### src/rtl/viola_pkg.sv
// Shared fetch-front-end definitions: architectural widths, reset PC and the
// request FSM state encoding.
package viola_pkg;

  localparam int XLEN       = 32;
  localparam int INST_BYTES = 4;
  localparam logic [XLEN-1:0] FETCH_RESET_PC = 32'h0000_0000;

  typedef enum logic [1:0] {
    IDLE = 2'd0,
    REQ  = 2'd1,
    WAIT = 2'd2,
    DROP = 2'd3
  } fetch_state_t;

  function automatic logic [XLEN-1:0] align_pc(input logic [XLEN-1:0] pc);
    return {pc[XLEN-1:2], 2'b00};
  endfunction

endpackage

### src/rtl/fetch_buffer.sv
// Prefetch FIFO holding {pc, inst} pairs; flush wins over push and pop.
module fetch_buffer
  import viola_pkg::*;
#(
  parameter int DEPTH = 4,
  parameter int WIDTH = 2 * XLEN,
  localparam int AW = $clog2(DEPTH),
  localparam int CW = AW + 1
) (
  input  logic             clk,
  input  logic             rst,
  input  logic             push,
  input  logic             pop,
  input  logic             flush,
  input  logic [WIDTH-1:0] wdata,
  output logic [WIDTH-1:0] rdata,
  output logic             full,
  output logic             empty,
  output logic [CW-1:0]    count
);

  logic [WIDTH-1:0] mem [DEPTH];
  logic [AW-1:0]    wr_ptr;
  logic [AW-1:0]    rd_ptr;
  logic             push_ok;
  logic             pop_ok;

  assign full    = (count == CW'(DEPTH));
  assign empty   = (count == '0);
  assign push_ok = push && !full;
  assign pop_ok  = pop && !empty;
  assign rdata   = mem[rd_ptr];

  // Pointers wrap naturally because DEPTH is a power of two.
  always_ff @(posedge clk or negedge rst) begin
    if (!rst) begin
      wr_ptr <= '0;
      rd_ptr <= '0;
      count  <= '0;
    end else if (flush) begin
      wr_ptr <= '0;
      rd_ptr <= '0;
      count  <= '0;
    end else begin
      if (push_ok) wr_ptr <= wr_ptr + AW'(1);
      if (pop_ok)  rd_ptr <= rd_ptr + AW'(1);
      case ({push_ok, pop_ok})
        2'b10:   count <= count + CW'(1);
        2'b01:   count <= count - CW'(1);
        default: count <= count;
      endcase
    end
  end

  always_ff @(posedge clk) begin
    if (push_ok && !flush) mem[wr_ptr] <= wdata;
  end

endmodule

### src/rtl/instr_fetch.sv
// Fetch stage: sequential PC generation, single-outstanding memory requests,
// prefetch buffering and redirect handling in front of the decoder.
module instr_fetch
  import viola_pkg::*;
#(
  parameter logic [31:0] RESET_PC  = FETCH_RESET_PC,
  parameter int          BUF_DEPTH = 4
) (
  input  logic        clk,
  input  logic        rst,
  input  logic        iq_full,
  input  logic        redirect_valid,
  input  logic [31:0] redirect_pc,
  output logic        mem_req,
  output logic [31:0] mem_addr,
  input  logic        mem_ready,
  input  logic        mem_rvalid,
  input  logic [31:0] mem_rdata,
  output logic        inst_valid,
  output logic [31:0] inst_out,
  output logic [31:0] pc_out
);

  localparam int CW  = $clog2(BUF_DEPTH) + 1;
  localparam int CW1 = CW + 1;

  fetch_state_t      state;
  fetch_state_t      state_nx;
  logic [XLEN-1:0]   fetch_pc;
  logic [XLEN-1:0]   req_addr;
  logic [CW-1:0]     buf_count;
  logic [CW1-1:0]    credits;
  logic [2*XLEN-1:0] buf_rdata;
  logic              buf_full;
  logic              buf_empty;
  logic              outstanding;
  logic              accept;
  logic              push;
  logic              pop;

  assign outstanding = (state == REQ) || (state == WAIT);
  assign credits     = CW1'(BUF_DEPTH) - {1'b0, buf_count} - CW1'(outstanding);
  assign accept      = (state == REQ) && mem_ready;
  assign push        = (state == WAIT) && mem_rvalid && !redirect_valid && !buf_full;
  assign pop         = !buf_empty && !iq_full && !redirect_valid;

  always_ff @(posedge clk or negedge rst) begin
    if (!rst) state <= IDLE;
    else      state <= state_nx;
  end

  // A redirect that coincides with acceptance still owes a response, hence DROP.
  always_comb begin
    state_nx = state;
    case (state)
      IDLE: if (!redirect_valid && credits != '0) state_nx = REQ;
      REQ: begin
        if (redirect_valid)  state_nx = mem_ready ? DROP : IDLE;
        else if (mem_ready)  state_nx = WAIT;
      end
      WAIT: begin
        if (mem_rvalid)          state_nx = IDLE;
        else if (redirect_valid) state_nx = DROP;
      end
      DROP: if (mem_rvalid) state_nx = IDLE;
      default: state_nx = IDLE;
    endcase
  end

  always_comb begin
    mem_req  = (state == REQ);
    mem_addr = req_addr;
  end

  always_ff @(posedge clk or negedge rst) begin
    if (!rst) begin
      fetch_pc <= RESET_PC;
      req_addr <= '0;
    end else begin
      if (redirect_valid) fetch_pc <= align_pc(redirect_pc);
      else if (accept)    fetch_pc <= fetch_pc + XLEN'(INST_BYTES);
      if (state == IDLE && state_nx == REQ) req_addr <= fetch_pc;
    end
  end

  fetch_buffer #(
    .DEPTH (BUF_DEPTH),
    .WIDTH (2 * XLEN)
  ) u_buf (
    .clk   (clk),
    .rst   (rst),
    .push  (push),
    .pop   (pop),
    .flush (redirect_valid),
    .wdata ({req_addr, mem_rdata}),
    .rdata (buf_rdata),
    .full  (buf_full),
    .empty (buf_empty),
    .count (buf_count)
  );

  // Delivery stage: outputs hold their last word when nothing is popped.
  always_ff @(posedge clk or negedge rst) begin
    if (!rst) begin
      inst_valid <= 1'b0;
      inst_out   <= '0;
      pc_out     <= '0;
    end else if (pop) begin
      inst_valid <= 1'b1;
      pc_out     <= buf_rdata[2*XLEN-1:XLEN];
      inst_out   <= buf_rdata[XLEN-1:0];
    end else begin
      inst_valid <= 1'b0;
    end
  end

endmodule

### config.mk
export PLATFORM = sky130hd
export DESIGN_NAME = instr_fetch
export DESIGN_NICKNAME = d
export VERILOG_FILES = /design/src/rtl/viola_pkg.sv /design/src/rtl/fetch_buffer.sv /design/src/rtl/instr_fetch.sv
export SDC_FILE = /design/constraint.sdc
export NUM_CORES = 1
export LEC_CHECK = 0
export CAP_MARGIN = 20
export CORE_UTILIZATION = 60
export CTS_BUF_LIST = sky130_fd_sc_hd__clkbuf_8 sky130_fd_sc_hd__clkbuf_16
export DETAILED_ROUTE_END_ITERATION = 6
export PLACE_DENSITY = 0.91
export SLEW_MARGIN = 20
export SYNTH_ARGS = -nofsm -noshare
export SYNTH_HDL_FRONTEND = slang
export SYNTH_SLANG_ARGS = --single-unit
### constraint.sdc
create_clock -name clk -period 7.7 [get_ports clk]
set_clock_uncertainty 0.15 [all_clocks]
set_input_delay 0.77 -clock clk [delete_from_list [all_inputs] [get_ports clk]]
set_output_delay 0.77 -clock clk [all_outputs]
set_load 0.05 [all_outputs]
==> results by group, run 1 <==
Run
  – Max cap viols: 0

Synth
  – YS warnings: 0
  – Number of flops mapped to enable cells by yosys: 248
  – Post-synth top area share: 0.5020
  – Largest area contributor in the netlist: edfxtp_1
  – Yosys reg bits: 380
  – Post-Syn Area: 14840 um2
  – Sequential element share of the synthesized area: 0.7246
  – Mapped Cells: 807
  – Main flop type after synthesis: edfxtp_1
  – Syn avg cell area: 18.38 um2
  – Synth cell types: 44
  – FFs w/ async S/R, synth: 0.3474
  – Synth area leaders: edfxtp_1 (50%), dfrtp_1 (22%), mux4_2 (9.4%)

Die
  – Die Wd: 159.2 um
  – Core area: 24320 um2
  – IO Count: 168
  – # rows: 57
  – Initial Utilization: 0.6100
  – Full die area: 25360 um2
  – Die height: 159.2 um

Drt
  – DR DRC count: 0
  – DRT Pass-1 Iters: 5
  – Final WL: 29.43 mm
  – Routed WL per cell: 22.13 um
  – Final ANT Viol Nets: 0
  – Vias after detailed routing: 8020
  – Vias per cell: 6.030
  – 1st-iter DRT viols: 702

Cells and area
  – Share of cells above drive strength 1: 0.2346
  – Layout area overhead: 21.76%
  – Final nets: 1059
  – Most common cell after layout, fill and taps aside: edfxtp_1
  – Most frequent cells in the layout: edfxtp_1 (248), clkdlybuf4s50_1 (160), dfrtp_1 (130), mux2_2 (95), mux4_2 (62)
  – Ant diodes: 0
  – Fin util: 0.7428

CTS
  – CTS tree: yes
  – CTS root buffer: clkbuf_16
  – Worst-path clk slew: 60 ps
  – Setup bufs post-CTS: 0
  – CTS sink count: 380
  – CTS Buf Count: 38
  – Clk buf depth: 3
  – Post-CTS Hold Fix Bufs: 0
  – Post-CTS Resized: 0
  – H-tree depth: 2
  – Worst skew pair latency: 510 ps

Critical path
  – Worst path max stage delay: 910 ps
  – CP endpoint kind: output pin
  – Critical path fanouts, max: 9
  – WS Path Type: reg2out
  – Slowest stage cell, crit path: clkdlybuf4s50_1
  – Critical path startpoint category: register
  – CP required: 6780 ps
  – CP Cell Sequence: inv_1, ha_1, clkdlybuf4s50_1
  – Data arrival time of the worst path: 2350 ps

STA
  – Final setup viols: 0
  – Relative slew slack: 0.3198
  – Final Hold Fails: 0
  – Fin crit period: 3267 ps
  – Setup TNS: 0 ps
  – Slew at the pin closest to its max-slew limit: 1020 ps
  – RSZ-0062 raised after global routing: false
  – Final critical-path share of the clock period: 0.4243
  – Max-slew violation count: 0
  – FMAX: 306.1 MHz

GRT
  – Largest net degree at the start of global routing: 74
  – Vias in the first global route: 8335
  – Initial antenna violation count: 2
  – Total gr overflow: 0
  – Global-route wire length before repair: 46.24 mm
  – Gr usage total: 0.2392

Run status
  – Status: complete, no violations

Worst hold path
  – Min-Delay Path Class: in2async

Pwr
  – Leakage power: 6.285 nW
  – Highest ir drop seen on vdd: 0.2718 mV
  – Power density of the placed cells: 395.7 nW/um2

Placement
  – Detailed placement HPWL: 16.85 mm
  – I/O Buffers: 161
  – RePlAce Congestion: 0.8574
synthesized netlist by cell type (2+ instances only):
cell type,number
mux2_2,95
xnor2_1,9
nand4_1,9
dfrtp_1,132
o21ai_0,20
buf_1,8
buf_2,8
inv_1,13
clkbuf_1,19
or3_1,4
edfxtp_1,248
nand2_1,25
xor2_1,6
o31a_1,2
nand3b_1,2
nor2b_1,2
nand2b_1,2
nor2_1,25
and4_1,5
nor3b_1,2
mux4_2,62
a21oi_1,7
nor4_1,4
or4_1,16
nor3_1,5
a31oi_1,14
o2bb2ai_1,2
ha_1,11
and2_1,7
nand3_1,14
mux2i_1,2
o31ai_1,12
buf_4,4
where the power goes:
group / internal [mW] / leakage, nW / switching [mW]
Clock: 1.14 / 0.656 / 0.743
Combinational: 0.967 / 1.81 / 1.40
Sequential: 2.57 / 3.82 / 0.333
per-layer routing:
metal,global-route usage,share of wire,up-vias
met4,0.06993,0.018,4
met1,0.3240,0.41,4114
met3,0.03803,0.058,52
met5,0,0.00082,-
li1,-,-,3512
met2,0.4069,0.51,338
kinds of logic after synthesis:
logic type | synth area share
AO/OA/AOI/OAI | 0.02674
XOR/XNOR | 0.008856
adder cells (fa/ha/maj) | 0.01063
buffers and inverters | 0.01484
flip-flops | 0.7246
multiplexers | 0.1676
other | 0.0002528
AND/OR/NAND/NOR | 0.04647
worst paths after layout:
| path | startpoint | slack (ps) | depth (start not counted) | end |
|---|---|---|---|---|
| max | state[1] | 4430 | 3 | mem_req |
| min | rst | 100 | 1 | inst_out[22] |
| max reg2reg | state[0] | 4450 | 10 | mem_addr[30] |
| min reg2reg | pc_out[30] | 360 | 1 | pc_out[30] |
| max in group asynchronous | rst | 5850 | 2 | u_buf.rd_ptr[1] |
| min in group clk | pc_out[30] | 360 | 1 | pc_out[30] |
sequential cells by signal, indices dropped and copies added (netlist names):
signal,cells
u_buf.mem,248
inst_valid,1
inst_out,32
pc_out,30
mem_addr,30
u_buf.count,3
u_buf.rd_ptr,2
state,2
u_buf.wr_ptr,2
fetch_pc,30
worst max-delay path: cells and delay by family (launching register included):
kind	cells	cell delay, ps
adders and majority gates	1	380
buffers and inverters	2	1030
DFF	1	430
cell type report:
cell class | instances | area (um2)
flip-flops and latches | 380 | 10760
fillers | 1401 | 6256
multi-input cells | 378 | 3895
repair buffers | 166 | 1650
clock buffers | 46 | 1084
well taps | 324 | 405.4
clock inverters | 23 | 222.7
inverters | 13 | 48.80
metrics by stage:
step / setup slack, ps / std cells / area [um2] / power, mW / hold WS [ps]
6_report: 4433 / 1330 / 18060 / 7.148 / 95.05
5_1_grt: 4253 / 1330 / 18060 / 7.400 / 156.4
4_1_cts: 4465 / 1330 / 18060 / 7.195 / 123.2
3_5_place_dp: 4057 / 1261 / 16760 / 5.300 / 345.7
3_3_place_gp: 4136 / 1261 / 16760 / 5.221 / 338.4
2_1_floorplan: 4178 / 810 / 14850 / 4.477 / 324.4
Power figures use the tool's default switching activity.
==> run 2, diff against run 1 <==
Settings changed: CORE_UTILIZATION 60 to 56, PLACE_DENSITY 0.91 to 0.87.
Clock period 7.7 ns to 3.4 ns, I/O delays scaled along.
==> run 2 against run 1 <==
Compared with the run above:
- non-clock buffer count rose by 13
- sequential share of layout area fell by 0.44 points
- highest routed layer is now met4
- clock power rose by 120%
- register-to-register slack got worse by 3700 ps
- sequential power rose by 130%
- count of clock-buffer cells in the layout rose by 3
- total power rose by 120%
- critical endpoint unchanged
- first-iteration DRC count fell by 14%
- cell count rose by 1.8%
- design area rose by 0.74%
- hold slack improved by 140 ps
- core utilization fell by 4.4 points
==> results by group, run 2 (same netlist as run 1, synthesis figures left out) <==
Cells and area
  – Top reg by flops: u_buf.mem
  – Final nets: 1072
  – Final instance area: 18200 um2
  – Ant diodes: 0
  – Most common cell after layout, fill and taps aside: edfxtp_1
  – Most frequent cells in the layout: edfxtp_1 (248), clkdlybuf4s50_1 (160), dfrtp_1 (130), mux2_2 (95), mux4_2 (62)
  – Share of cells above drive strength 1: 0.2395
  – Layout area overhead: 22.66%
  – Number of flip-flops in the largest register: 248
  – FILL cells: 1616
  – Biggest regs: u_buf.mem (248), inst_out (32)

Critical path
  – Slowest stage cell, crit path: clkdlybuf4s50_1
  – Worst path max stage delay: 890 ps
  – CP endpoint kind: output pin
  – CP required: 2910 ps
  – Crit path max-delay family: buffers and inverters
  – Data arrival time of the worst path: 2270 ps
  – Crit path buf inv count: 2
  – WS Path Type: reg2out
  – Critical path startpoint category: register
  – Critical path fanouts, max: 9
  – CP Cell Sequence: inv_1, ha_1, clkdlybuf4s50_1

GRT
  – Total gr overflow: 0
  – Global-route wire length before repair: 45.72 mm
  – Largest net degree at the start of global routing: 85
  – Gr usage total: 0.2266
  – Vias in the first global route: 8107
  – Initial antenna violation count: 0

STA
  – Setup TNS: 0 ps
  – Final setup viols: 0
  – Max-slew violation count: 0
  – Final critical-path share of the clock period: 0.8114
  – Fin crit period: 2759 ps
  – Relative slew slack: 0.3231
  – RSZ-0062 raised after global routing: false
  – FMAX: 362.5 MHz
  – Slew at the pin closest to its max-slew limit: 1015 ps
  – Final Hold Fails: 0

Die
  – Die Wd: 164.8 um
  – Full die area: 27150 um2
  – Core area: 26060 um2
  – Initial Utilization: 0.5693
  – Die height: 164.8 um
  – IO Count: 168
  – # rows: 59

Worst hold path
  – Min-Delay Path Class: in2reg

Placement
  – Detailed placement HPWL: 18.24 mm
  – I/O Buffers: 161
  – RePlAce Congestion: 0.8403
  – Placed Area: 16920 um2

CTS
  – H-tree depth: 2
  – CTS sink count: 380
  – CTS Buf Count: 38
  – CTS tree: yes
  – Post-CTS Hold Fix Bufs: 1
  – CTS root buffer: clkbuf_16
  – Worst-path clk slew: 60 ps
  – Setup bufs post-CTS: 0
  – Clk buf depth: 3
  – Post-CTS Resized: 0
  – Worst skew pair latency: 510 ps

Pwr
  – Power density of the placed cells: 882.8 nW/um2
  – Clock power share: 0.256
  – Switching power total: 5.566 mW
  – Highest ir drop seen on vdd: 0.5699 mV
  – Comb power frac: 0.335
  – Sw frac: 0.3465
  – P_int: 10.50 mW
  – Reg power frac: 0.409
  – Leakage power: 6.359 nW

Run
  – Max cap viols: 0

Drt
  – Vias per cell: 5.884
  – Final WL: 29.81 mm
  – DR DRC count: 0
  – Vias after detailed routing: 7967
  – Final ANT Viol Nets: 0
  – 1st-iter DRT viols: 601
  – Routed WL per cell: 22.02 um
  – DRT Pass-1 Iters: 5

Run status
  – Status: complete, no violations
-- run 2: worst register-to-register path: cells and delay by family, from the launching register on --
kind,cells,cell delay (ps)
flops,1,420
buf+inv,3,450
xor+xnor,1,170
mux,1,390
compound gates,2,310
fa+ha+maj,3,640
-- run 2: worst paths after layout --
kind | depth (start not counted) | to | slack [ps] | start
setup / recovery | 3 | mem_req | 640 | state[1]
hold / removal | 3 | fetch_pc[8] | 230 | redirect_pc[8]
setup reg to reg | 10 | mem_addr[26] | 750 | state[0]
hold reg to reg | 1 | inst_out[24] | 350 | inst_out[24]
max in group asynchronous | 3 | pc_out[29] | 1990 | rst
min in group asynchronous | 2 | inst_out[25] | 320 | rst
-- run 2: power groups by stage --
stage          clock network, mW  registers, mW  logic (mW)
3_3_place_gp                   0           6.62        5.29
4_1_cts                     4.19           6.59        5.43
5_1_grt                     4.37           6.68        5.64
3_5_place_dp                   0           6.67        5.40
6_report                    4.11           6.57        5.38
2_1_floorplan                  0           8.25        1.89
-- run 2: area by class of cell --
class                           count  area [um2]  area share
Clock buffer                       49        1114     0.06119
Inverter                           13       48.80    0.002682
Multi-Input combinational cell    378        3895      0.2140
Sequential cell                   380       10760      0.5912
Tap cell                          335       419.2     0.02303
Timing Repair Buffer              179        1813     0.09963
Clock inverter                     20       150.1    0.008251
-- run 2: routing by layer --
metal  global-route usage  vias up  wire [um]
li1                     -     3546          -
met2               0.3764      275      15160
met1               0.3105     4113      12260
met5                    0        -          0
met4              0.06547        0        548
met3              0.03867       33       1847
-- run 2: per-stage QoR --
step           power, mW  setup slack (ps)  instances  hold slack, ps    util
3_3_place_gp       11.90             639.1       1284           290.3  0.6494
5_1_grt            16.70             572.2       1354           238.5  0.6983
2_1_floorplan      10.14             211.9        810          -105.6       -
6_report           16.06             641.4       1354           234.4  0.6983
3_5_place_dp       12.07             625.8       1284           297.8  0.6494
4_1_cts            16.20             659.8       1354           222.7  0.6983
==> run 3, diff against run 2 <==
Settings changed: CORE_UTILIZATION 56 to 51, PLACE_DENSITY 0.87 to 0.83.
Clock period 3.4 ns to 2.48 ns, I/O delays scaled along.
==> run 3 against run 2 <==
Compared with the run above:
- global-route usage down 1.7 points
- die area rose by 9.7%
- critical path depth up 8
- non-clock buffer count up 34
- design area increased by 3.0%
- combinational power grew 49%
- sequential power up 36%
- cell count increased by 6.1%
- worst setup slack lost 550 ps
- count of clock-buffer cells in the layout fell by 4
- largest cell class unchanged
- critical path type is now reg2reg
- hold slack got worse by 84 ps
- total power is 41% higher
==> results by group, run 3 (same netlist as run 1, synthesis figures left out) <==
Run status
  – Status: complete, no violations

CTS
  – CTS tree: yes
  – CTS sink count: 380
  – Worst skew pair latency: 510 ps
  – H-tree depth: 2
  – Clk buf depth: 3
  – Worst-path clk slew: 60 ps
  – CTS root buffer: clkbuf_16
  – CTS Buf Count: 38

Placement
  – I/O Buffers: 161
  – RePlAce Congestion: 0.8324
  – Detailed placement HPWL: 19.38 mm
  – Placed Area: 17340 um2

Die
  – # rows: 62
  – Die height: 172.6 um
  – Full die area: 29780 um2
  – Core area: 28630 um2
  – IO Count: 168
  – Die Wd: 172.6 um
  – Initial Utilization: 0.5183

Critical path
  – CP endpoint kind: register
  – Data arrival time of the worst path: 2630 ps
  – WS Path Type: reg2reg
  – Critical path fanouts, max: 5
  – CP required: 2730 ps
  – Critical path startpoint category: register

Cells and area
  – Most common cell after layout, fill and taps aside: edfxtp_1
  – Number of flip-flops in the largest register: 248
  – Top reg by flops: u_buf.mem
  – Layout area overhead: 26.38%
  – Ant diodes: 0
  – Final nets: 1106
  – Final instance area: 18750 um2
  – Biggest regs: u_buf.mem (248), inst_out (32)
  – Fin util: 0.6550
  – Most frequent cells in the layout: edfxtp_1 (248), clkdlybuf4s50_1 (159), dfrtp_1 (129), mux2_2 (95), mux4_2 (62)
  – FILL cells: 1898
  – Share of cells above drive strength 1: 0.2697

STA
  – Slew at the pin closest to its max-slew limit: 629.3 ps
  – Relative slew slack: 0.5804
  – Final setup viols: 0
  – Setup TNS: 0 ps
  – Max-slew violation count: 0
  – Final critical-path share of the clock period: 0.9615
  – Final Hold Fails: 0
  – Fin crit period: 2385 ps
  – FMAX: 419.4 MHz

Drt
  – 1st-iter DRT viols: 538
  – Final WL: 30.75 mm
  – DR DRC count: 0
  – Final ANT Viol Nets: 0
  – DRT Pass-1 Iters: 5
  – Vias after detailed routing: 8129
  – Vias per cell: 5.657
  – Routed WL per cell: 21.40 um

GRT
  – Largest net degree at the start of global routing: 62
  – Total gr overflow: 0
  – Initial antenna violation count: 0
  – Global-route wire length before repair: 47.87 mm
  – Vias in the first global route: 8471
  – Gr usage total: 0.2097

Pwr
  – Power density of the placed cells: 1210 nW/um2
  – Leakage power: 6.609 nW
  – Highest ir drop seen on vdd: 0.6533 mV

Run
  – Max cap viols: 0

Worst hold path
  – Min-Delay Path Class: in2async
## run 3: cell type report
class	count	area, um2	area share
Clock buffer	45	1059	0.05646
Clock inverter	24	215.2	0.01148
Inverter	13	48.80	0.002603
Multi-Input combinational cell	378	3920	0.2091
Sequential cell	380	10760	0.5738
Tap cell	384	480.5	0.02563
Timing Repair Buffer	213	2267	0.1209
## run 3: worst paths after layout
path / startpoint / end / slack (ps) / depth (start not counted)
max in group asynchronous: rst / mem_addr[27] / 1200 / 3
setup / recovery: state[0] / mem_addr[8] / 100 / 11
hold / removal: rst / inst_out[9] / 150 / 2
min in group clk: redirect_pc[11] / fetch_pc[11] / 150 / 3
hold reg to reg: inst_out[12] / inst_out[12] / 350 / 1
setup reg to reg: state[0] / mem_addr[8] / 100 / 11
## run 3: metrics by stage
stage	worst slack (ps)	cells	hold slack [ps]	power, mW
after floorplan	-118.9	810	-197.6	13.90
after global placement	115.8	1360	132.2	16.56
after detailed placement	34.32	1360	141.2	16.78
after CTS	19.15	1430	120.2	22.53
after global routing	-6.710	1437	163.5	23.56
final	95.43	1437	150.2	22.69
## run 3: critical path, cell delays in order (launching register included)
cell,delay (ps)
dfrtp_1,360
inv_1,60
ha_1,280
inv_1,60
ha_1,140
ha_2,270
nor2_2,90
a21oi_2,70
o21ai_2,160
buf_6,170
clkbuf_16,160
mux2_2,330
## run 3: routing by layer
layer  up-vias  global-route usage  part of all wire
met4         0             0.04688             0.015
li1       3621                   -                 -
met2       282              0.3543              0.51
met3        42             0.03606             0.058
met5         -                   0                 0
met1      4184              0.2876              0.42
## run 3: timing repair
item	CTS	global route
hold endpoints to repair	59	0
cloned	0	3
pin swaps	0	2
buffers inserted	0	4
setup endpoints to repair	1	33
gates resized for setup	1	11
hold buffers	1	0
## run 3: report_power, final
group	switching [mW]	internal, mW	leakage, nW
Sequential	0.981	7.97	3.82
Clock	2.25	3.45	0.661
Combinational	4.57	3.47	2.13
Total	7.80	14.9	6.61
